$ cat config.mk
export PLATFORM = sky130hd
export DESIGN_NAME = mult_seq
export DESIGN_NICKNAME = d
export VERILOG_FILES = /design/src/rtl/mult_seq.sv
export SDC_FILE = /design/constraint.sdc
export NUM_CORES = 1
export LEC_CHECK = 0
export ABC_CLOCK_PERIOD_IN_PS = 6330
export CAP_MARGIN = 20
export CORE_MARGIN = 5
export CORE_UTILIZATION = 35
export CTS_CLUSTER_SIZE = 30
export DETAILED_ROUTE_END_ITERATION = 7
export GPL_TIMING_DRIVEN = 0
export PLACE_DENSITY = 0.52
export SKIP_LAST_GASP = 1
export SLEW_MARGIN = 5
export SYNTH_ARGS = -nofsm -noshare
export SYNTH_HDL_FRONTEND = slang
export SYNTH_SLANG_ARGS = --single-unit
$ cat constraint.sdc
create_clock -name clk -period 6.33 [get_ports clk]
set_clock_uncertainty 0.1 [all_clocks]
set_input_delay 0.9495 -clock clk [delete_from_list [all_inputs] [get_ports clk]]
set_output_delay 0.9495 -clock clk [all_outputs]
set_load 0.03 [all_outputs]
$ cat src/rtl/mult_seq.sv
// mult_seq: iterative shift-add integer multiplier covering the RISC-V M-extension
// multiply ops (MUL, MULH, MULHSU, MULHU). Each CALC clock retires BPC multiplier bits.
// The latency is fixed at ITER = XLEN/BPC edges from accept to out_valid.
//
// Ports:
//   clk, rst_n          rising-edge clock, synchronous active-low reset
//   in_valid/in_ready   request handshake; in_op, in_a, in_b, in_tag are taken on accept
//   out_valid/out_ready result handshake; out_result, out_tag are held while out_valid is high
//   busy                high while an operation is in CALC or DONE
//
// Handshake semantics (both sides): a transfer happens on a rising edge where valid and
// ready are both high. The producer holds valid and its payload stable until that edge.
// ready may depend on state only and never on valid.
module mult_seq #(
  parameter int XLEN  = 32,
  parameter int BPC   = 1,
  parameter int TAG_W = 5
) (
  input  logic             clk,
  input  logic             rst_n,
  input  logic             in_valid,
  output logic             in_ready,
  input  logic [1:0]       in_op,
  input  logic [XLEN-1:0]  in_a,
  input  logic [XLEN-1:0]  in_b,
  input  logic [TAG_W-1:0] in_tag,
  output logic             out_valid,
  input  logic             out_ready,
  output logic [XLEN-1:0]  out_result,
  output logic [TAG_W-1:0] out_tag,
  output logic             busy
);

  localparam int ITER = XLEN / BPC;
  localparam int CW   = $clog2(ITER + 1);

  localparam logic [1:0] OP_MUL    = 2'b00;
  localparam logic [1:0] OP_MULH   = 2'b01;
  localparam logic [1:0] OP_MULHSU = 2'b10;

  if (XLEN < 4 || (XLEN % BPC) != 0 || !(BPC == 1 || BPC == 2 || BPC == 4)) begin : g_param_check
    $error("mult_seq: illegal XLEN/BPC combination");
  end

  typedef enum logic [1:0] {
    IDLE = 2'd0,
    CALC = 2'd1,
    DONE = 2'd2
  } state_t;

  // Exposed for checkers bound onto this module.
  state_t state;
  state_t state_nxt;

  logic [1:0]        op_q;
  logic [TAG_W-1:0]  tag_q;
  logic              neg_q;
  logic [2*XLEN-1:0] mcand_q;   // |a|, shifted left BPC bits per step
  logic [XLEN:0]     mplier_q;  // |b|, shifted right BPC bits per step
  logic [2*XLEN-1:0] acc_q;
  logic [CW-1:0]     cnt_q;

  logic              last_step;

  // Operand decode: extend each operand to XLEN+1 bits, so that the most negative
  // value has a representable magnitude.
  logic              a_signed, b_signed, a_neg, b_neg;
  logic [XLEN:0]     a_ext, b_ext, mag_a, mag_b;

  always_comb begin
    a_signed = (in_op == OP_MULH) || (in_op == OP_MULHSU);
    b_signed = (in_op == OP_MULH);
    a_neg    = a_signed & in_a[XLEN-1];
    b_neg    = b_signed & in_b[XLEN-1];
    a_ext    = {a_neg, in_a};
    b_ext    = {b_neg, in_b};
    mag_a    = a_neg ? -a_ext : a_ext;
    mag_b    = b_neg ? -b_ext : b_ext;
  end

  // One shift-add step. The arithmetic is modulo 2^(2*XLEN). Bits that shift out of
  // mcand_q fall only above the true product, so they never affect the result.
  logic [BPC-1:0]    digit;
  logic [2*XLEN-1:0] partial, acc_sum, prod_fin;

  always_comb begin
    digit    = mplier_q[BPC-1:0];
    partial  = mcand_q * {{(2*XLEN-BPC){1'b0}}, digit};
    acc_sum  = acc_q + partial;
    prod_fin = neg_q ? -acc_sum : acc_sum;
  end

  assign last_step = (cnt_q == CW'(ITER - 1));

  // State register
  always_ff @(posedge clk) begin
    if (!rst_n) begin
      state <= IDLE;
    end else begin
      state <= state_nxt;
    end
  end

  // Next-state logic
  always_comb begin
    state_nxt = state;
    unique case (state)
      IDLE:    if (in_valid)  state_nxt = CALC;
      CALC:    if (last_step) state_nxt = DONE;
      DONE:    if (out_ready) state_nxt = IDLE;
      default: state_nxt = IDLE;
    endcase
  end

  // Output decode
  always_comb begin
    in_ready  = (state == IDLE);
    out_valid = (state == DONE);
    busy      = (state == CALC) || (state == DONE);
  end

  // Datapath
  always_ff @(posedge clk) begin
    if (!rst_n) begin
      op_q       <= '0;
      tag_q      <= '0;
      neg_q      <= 1'b0;
      mcand_q    <= '0;
      mplier_q   <= '0;
      acc_q      <= '0;
      cnt_q      <= '0;
      out_result <= '0;
      out_tag    <= '0;
    end else begin
      unique case (state)
        IDLE: begin
          if (in_valid) begin
            op_q     <= in_op;
            tag_q    <= in_tag;
            neg_q    <= a_neg ^ b_neg;
            mcand_q  <= {{(XLEN-1){1'b0}}, mag_a};
            mplier_q <= mag_b;
            acc_q    <= '0;
            cnt_q    <= '0;
          end
        end
        CALC: begin
          acc_q    <= acc_sum;
          mcand_q  <= mcand_q << BPC;
          mplier_q <= mplier_q >> BPC;
          cnt_q    <= cnt_q + CW'(1);
          if (last_step) begin
            out_result <= (op_q == OP_MUL) ? prod_fin[XLEN-1:0] : prod_fin[2*XLEN-1:XLEN];
            out_tag    <= tag_q;
          end
        end
        default: begin
        end
      endcase
    end
  end

endmodule

==> results of run 1 <==
[worst max path at each step]
stage	from	endpoint	slack, ns	cells past startpoint
2_1_floorplan	mplier_q[0]	out_result[22]	1.64	20
3_3_place_gp	mplier_q[0]	out_result[3]	-0.40	19
3_5_place_dp	mplier_q[0]	out_result[3]	-0.45	19
4_1_cts	mplier_q[0]	out_result[3]	0.03	19
5_1_grt	mplier_q[0]	out_result[14]	0.11	20
6_report	mplier_q[0]	out_result[8]	0.23	17
[per-layer routing]
| metal | vias to the layer above | part of all wire |
|---|---|---|
| met5 | - | 0 |
| met4 | 0 | 0.044 |
| met3 | 150 | 0.068 |
| met2 | 729 | 0.44 |
| met1 | 8669 | 0.45 |
| li1 | 8599 | - |
[power groups by stage]
stage | clock [mW] | combinational, mW | sequential, mW
after global routing | 1.71 | 1.40 | 1.47
after floorplan | 0 | 0.819 | 1.47
final | 1.62 | 1.31 | 1.46
after global placement | 0 | 1.28 | 1.49
after detailed placement | 0 | 1.28 | 1.49
after CTS | 1.65 | 1.29 | 1.46
[state kept, by name, summed over array words and instances, names as in the netlist]
register / cells
mcand_q: 64
out_result: 32
cnt_q: 6
state: 2
tag_q: 5
out_tag: 5
acc_q: 64
neg_q: 1
mplier_q: 33
op_q: 2
[timing repair]
action / in CTS / in global routing
pin swaps: 0 / 1
setup buffers: 0 / 2
endpoints found under the setup margin: 24 / 22
resized for setup: 2 / 12
[synthesized netlist by cell type, types with 7 or more instances]
cell type  instances  area share
o21ai_0          129       0.039
xor2_1            50       0.027
o31ai_1           23       0.010
nand3_1           49       0.015
clkbuf_1         124       0.028
nand4_1           39       0.015
a21o_1            21      0.0096
nor4_1            15      0.0057
ha_1              71       0.054
and2_1            80       0.030
or2_2              8      0.0030
mux2i_1           12      0.0073
a311oi_1           9      0.0048
a211o_1            9      0.0048
a21oi_1          210       0.064
xnor2_1           67       0.036
dfxtp_1          214        0.26
inv_1             34      0.0078
a222oi_1          31       0.019
o21ai_1           20      0.0061
buf_2             18      0.0055
a22oi_1           85       0.039
o211ai_1          22       0.010
nor3_1            54       0.016
a31oi_1           23      0.0087
nand2_1          283       0.065
a211oi_1          18      0.0082
or3_1             16      0.0061
and4_1             7      0.0037
nor2_1           316       0.072
nand2b_1          18      0.0068
nor2b_1           10      0.0038
[kinds of logic (layout without fill, tap and decap cells)]
kind of cell    after synthesis  after routing
fa+ha+maj                    72             72
compound gates              719            719
flops                       214            214
mux                          17             17
buf+inv                     181            349
xor+xnor                    118            118
simple gates                947            947
[worst max-delay path, stage by stage, from the launching register on]
cell      delay (ns)
dfxtp_1         0.32
clkbuf_4        0.31
clkbuf_1        0.28
and2_1          0.25
ha_1            0.32
nand2_1         0.18
o21ai_1         0.49
a22oi_2         0.16
a21oi_2         0.40
o21ai_0         0.27
a221oi_1        1.14
nor2_1          0.24
nand4_1         0.34
or3_4           0.22
buf_6           0.18
nor2_1          0.12
nor4_1          0.56
a21o_1          0.14
[layout make-up]
class / instances / area (sq um) / share of cell area
Inverter: 34 / 128 / 0.00659
Clock buffer: 34 / 752 / 0.0388
Clock inverter: 16 / 188 / 0.00969
Timing Repair Buffer: 118 / 1160 / 0.0601
Sequential cell: 214 / 4280 / 0.221
Multi-Input combinational cell: 1873 / 11500 / 0.594
Buffer: 147 / 599 / 0.0309
Tap cell: 607 / 759 / 0.0392
[stage by stage]
step	hold WS [ns]	area, sq um
after floorplan	0.332	16500
after global placement	0.335	18300
after detailed placement	0.337	18400
after CTS	0.344	19300
after global routing	0.360	19400
final	0.337	19400
==> reports/metrics.yaml, run 1 <==
fp-row-count: 79
initial_utilization: 0.353
run_status: "complete, no violations"
cts-hold-fix-buffers: 0
fill_cells: 4906
groute.layer.met2.usage: 0.417
portBuffers: 113
synth_cell_types: 104
worst_r2r_startpoint: "mplier_q[0]"
power.sequential.fraction: 0.333
design.core.area_sq_um: 46600
detail_route.vias_per_cell: 5.96
design_power_total_mw: 4.40
yosys_register_bits: 214
min_to: "out_result[27]"
wl_mm: 70.5
mux_cell_area_share_after_synthesis: 0.0107
synth_nets: 2415
rr_worst_depth: 17
tightestPinTransition_ns: 1.33
yosys.area_share.simple: 0.275
pin_count_of_the_biggest_net_entering_global_routing: 15
vias: 18147
static-leakage-power_nw: 7.13
share_comb_of_total_power: 0.298
pwr-share-clk: 0.369
cts_root_buffer: "clkbuf_16"
clkLatencyLatePin_ns: 0.57
synth-warning-count: 0
maxCapViolations: 0
die_area_sq_um: 51500
synth_adder_area_share: 0.0552
critPathRequiredTime_ns: 6.74
clockBufferDepth: 3
synth_sequential_area_ratio: 0.260
leading_cell_type_in_the_layout_fill_and_taps_excluded: "nor2_1"
n_antenna_cell: 0
p_int_mw: 2.80
setup.worst_path.start_class: "register"
drt.antenna.violating_nets: 0
timing.critical_path.arrival_ns: 6.51
worst_r2r_endpoint: "out_result[8]"
drc_markers: 0
synthToLayoutAreaGrowth_pct: 17.7
globalRouteMet3Util: 0.0318
grt-ovfl-total: 0
critPathMaxFanout: 10
syn_area_per_cell_sq_um: 7.26
timing.reg2reg.setup_slack_ns: 0.23
vdd.ir_drop.worst_mv: 0.196
synth_xor_area_frac: 0.0633
hold_viol: 0
numCtsBuffers: 27
routabilityCongestion: 0.963
tritoncts: "yes"
layout.cells.non_filler: 3043
period_needed_ns: 6.10
setup.worst_path.end_class: "register"
fin_tns_setup_ns: 0
synth.cell_area_sq_um: 16500
fin_crit_sh: 0.963
maxSlewHeadroom: 0.114
async_flop_share: 0
synth_top_family_by_area: "compound AO/OA/AOI/OAI gates"
pwr_density_cell_nw_per_um2: 227
clock_pin_transition_on_the_worst_setup_and_hold_timing_paths_ns: 0.06
dp_slack_ns: -0.450
sw_share: 0.364
drive_above_1_share: 0.0595
most_frequent_cells_in_the_layout: "nor2_1, nand2_1, dfxtp_1"
yosys_most_used_dff: "dfxtp_1"
timing.hold.worst_path_depth: 2
fp.dieW_microns: 227
route.detailed.wl_per_inst_microns: 23.2
globalRouteMet1Util: 0.376
via_count_of_the_first_global_routing_pass: 17277
synth_compound_area_frac: 0.292
final.setup.worst_slack_ns: 0.231
clock_sinks: 214
syn_inst: 2268
h_tree_depth: 1
io_pins: 115
hold_path.class: "reg2reg"
dp_cells: 2990
dp_hpwl_mm: 56.1
fp.dieH_microns: 227
grt_pass1_wl_mm: 106
detailedRoute.firstIterationViolations: 1678
fin_nets: 2562
gr-usage-all-layers: 0.266
fmax_mhz: 164
rsz0062_at_grt: "false"
final-max-slew-violation-count: 0
hp-start: "out_result[27]"
grt.busiest_layer: "met2"
worst-setup-path-type: "reg2reg"
drt-pass1-iter-count: 7
synth_edf_count: 0
p_switching_mw: 1.60
setup_viol: 0
number_of_antenna_violations_at_the_first_check_in_global_routing: 0
utilization_after_layout: 0.416
Note: power is estimated with default switching activity, not from simulation.
==> run 2, diff against run 1 <==
- CTS_CLUSTER_DIAMETER: unset -> 30
==> run 2 against run 1 <==
Worst setup slack worse by 0.14 ns. Core utilization is 2.3 points higher. First-iteration DRC count is 10% higher. Sequential share of layout area is 1.2 points lower. Register-to-register slack worse by 0.14 ns. Non-clock buffer count is 2 lower. Final cell count is 1.8% higher. Fmax is 2.2% lower. Critical endpoint is now out_result[13]. Largest cell class unchanged. Sequential power hardly changed. Critical path depth is 1 higher. Hold slack worse by 0.0012 ns. Via count is 1.1% higher.
==> reports/metrics.yaml, run 2 (same netlist as run 1, synthesis figures left out) <==
grt_pass1_wl_mm: 107
numCtsBuffers: 57
multi_input_combinational_cell_area_sq_um: 11500
clock_pin_transition_on_the_worst_setup_and_hold_timing_paths_ns: 0.05
detail_route.vias_per_cell: 5.93
design.core.area_sq_um: 46600
groute.layer.met2.usage: 0.424
synthToLayoutAreaGrowth_pct: 24.4
die_area_sq_um: 51500
critical_path.max_stage_delay_ns: 1.21
routabilityCongestion: 0.963
grt.busiest_layer: "met2"
setup.worst_path.start_class: "register"
cts-hold-fix-buffers: 0
globalRouteMet1Util: 0.378
pin_count_of_the_biggest_net_entering_global_routing: 19
cell_chain_of_the_critical_path: "buf_2 > clkbuf_1 > and2_1 > ha_1 > nand2_1 > o21ai_1 > a22oi_2 > a21oi_2 > o21ai_0 > a221oi_1 > nor2_1 > nand4_1 > or3_1 > buf_6 > o31ai_2 > xor2_1 > o211ai_1 > a21oi_1"
critical_path.n_buffers_inverters: 3
number_of_antenna_violations_at_the_first_check_in_global_routing: 1
io_pins: 115
drive_above_1_share: 0.0787
regArea_sq_um: 4280
via_count_of_the_first_global_routing_pass: 17573
fmax_mhz: 160
tritoncts: "yes"
fp.dieW_microns: 227
clkLatencyLatePin_ns: 0.64
period_needed_ns: 6.24
final-max-slew-violation-count: 0
critPathRequiredTime_ns: 6.73
clock_sinks: 214
setup_viol: 0
dp_hpwl_mm: 56.1
fill_cells: 4819
detailedRoute.firstIterationViolations: 1851
tightestPinTransition_ns: 1.42
dp_cells: 2990
critPathTopFamily: "compound AO/OA/AOI/OAI gates"
wl_mm: 71.6
drt.antenna.violating_nets: 0
hold_viol: 0
gr-usage-all-layers: 0.270
hold_path.class: "reg2reg"
rsz0062_at_grt: "false"
final_cell_area_sq_um: 20500
most_frequent_cells_in_the_layout: "nor2_1, nand2_1, dfxtp_1"
drc_markers: 0
fin_crit_sh: 0.985
postCtsSetupRepairBufs: 0
critPathMaxFanout: 10
timing.critical_path.arrival_ns: 6.64
globalRouteMet3Util: 0.0351
fin_nets: 2590
fp.dieH_microns: 227
h_tree_depth: 2
run_status: "complete, no violations"
dp_slack_ns: -0.450
setup.worst_path.end_class: "register"
cell_area_after_placement_sq_um: 18400
maxCapViolations: 0
clockBufferDepth: 3
fp-row-count: 79
vdd.ir_drop.worst_mv: 0.255
drt-pass1-iter-count: 8
cts_root_buffer: "clkbuf_16"
portBuffers: 113
final.setup.worst_slack_ns: 0.0926
reg_top3: "acc_q (64), mcand_q (64), mplier_q (33)"
worst-setup-path-type: "reg2reg"
vias: 18355
maxSlewHeadroom: 0.0563
cp_slowest_cell: "a221oi_1"
static-leakage-power_nw: 7.62
route.detailed.wl_per_inst_microns: 23.1
grt-ovfl-total: 0
pwr_density_cell_nw_per_um2: 284
n_antenna_cell: 0
initial_utilization: 0.353
layout.cells.non_filler: 3097
leading_cell_type_in_the_layout_fill_and_taps_excluded: "nor2_1"
==> run 2: cell count changes in the layout (fill, tap and decap cells not counted), sizes merged <==
cell,change
clkinv,+8
bufinv,+5
buf,-1
clkinvlp,+8
clkbuf,+34
==> run 2: area by class of cell <==
cell class / instances / share of cell area
buffer: 147 / 0.0292
clock buffer: 69 / 0.0748
clock inverter: 37 / 0.0251
inverter: 34 / 0.00624
multi-input combinational: 1873 / 0.562
sequential: 214 / 0.209
tap: 607 / 0.0371
timing repair buffer: 116 / 0.0561
==> run 2: final timing paths <==
path | start | endpoint | slack (ns) | depth (start not counted)
worst max-delay path | mplier_q[0] | out_result[13] | 0.09 | 18
worst min register to register | out_result[27] | out_result[27] | 0.34 | 2
worst max register to register | mplier_q[0] | out_result[13] | 0.09 | 18
worst min-delay path | out_result[27] | out_result[27] | 0.34 | 2
==> run 2: metal layers <==
layer  up-vias  wire length (microns)  part of all wire
met4         0                   2850             0.040
met5         -                      0                 0
met1      8792                  32200              0.45
li1       8666                      -                 -
met2       749                  31600              0.44
met3       148                   4990             0.070
==> run 2: tightest hold or removal path, delay by kind of cell (launching register included) <==
kind	cells	cell delay, ns
simple gates	2	0.09
flops	1	0.30
==> run 2: through the flow <==
step | setup TNS (ns) | util | hold slack, ns | power, mW
after global placement | -2.44 | 0.394 | 0.335 | 2.77
after global routing | 0 | 0.440 | 0.358 | 6.02
after floorplan | 0 | - | 0.332 | 2.29
final | 0 | 0.440 | 0.336 | 5.81
after CTS | 0 | 0.438 | 0.343 | 5.82
after detailed placement | -3.64 | 0.395 | 0.337 | 2.77
==> run 2: what timing repair did <==
item                       CTS  global route
setup endpoints to repair   23            22
pin swaps                    0             1
gates resized for setup      2            12
==> run 2: report_power, final <==
part           switching (mW)  internal (mW)
sequential             0.0506           1.42
combinational           0.900          0.413
clock                   0.978           2.05
total                    1.93           3.88
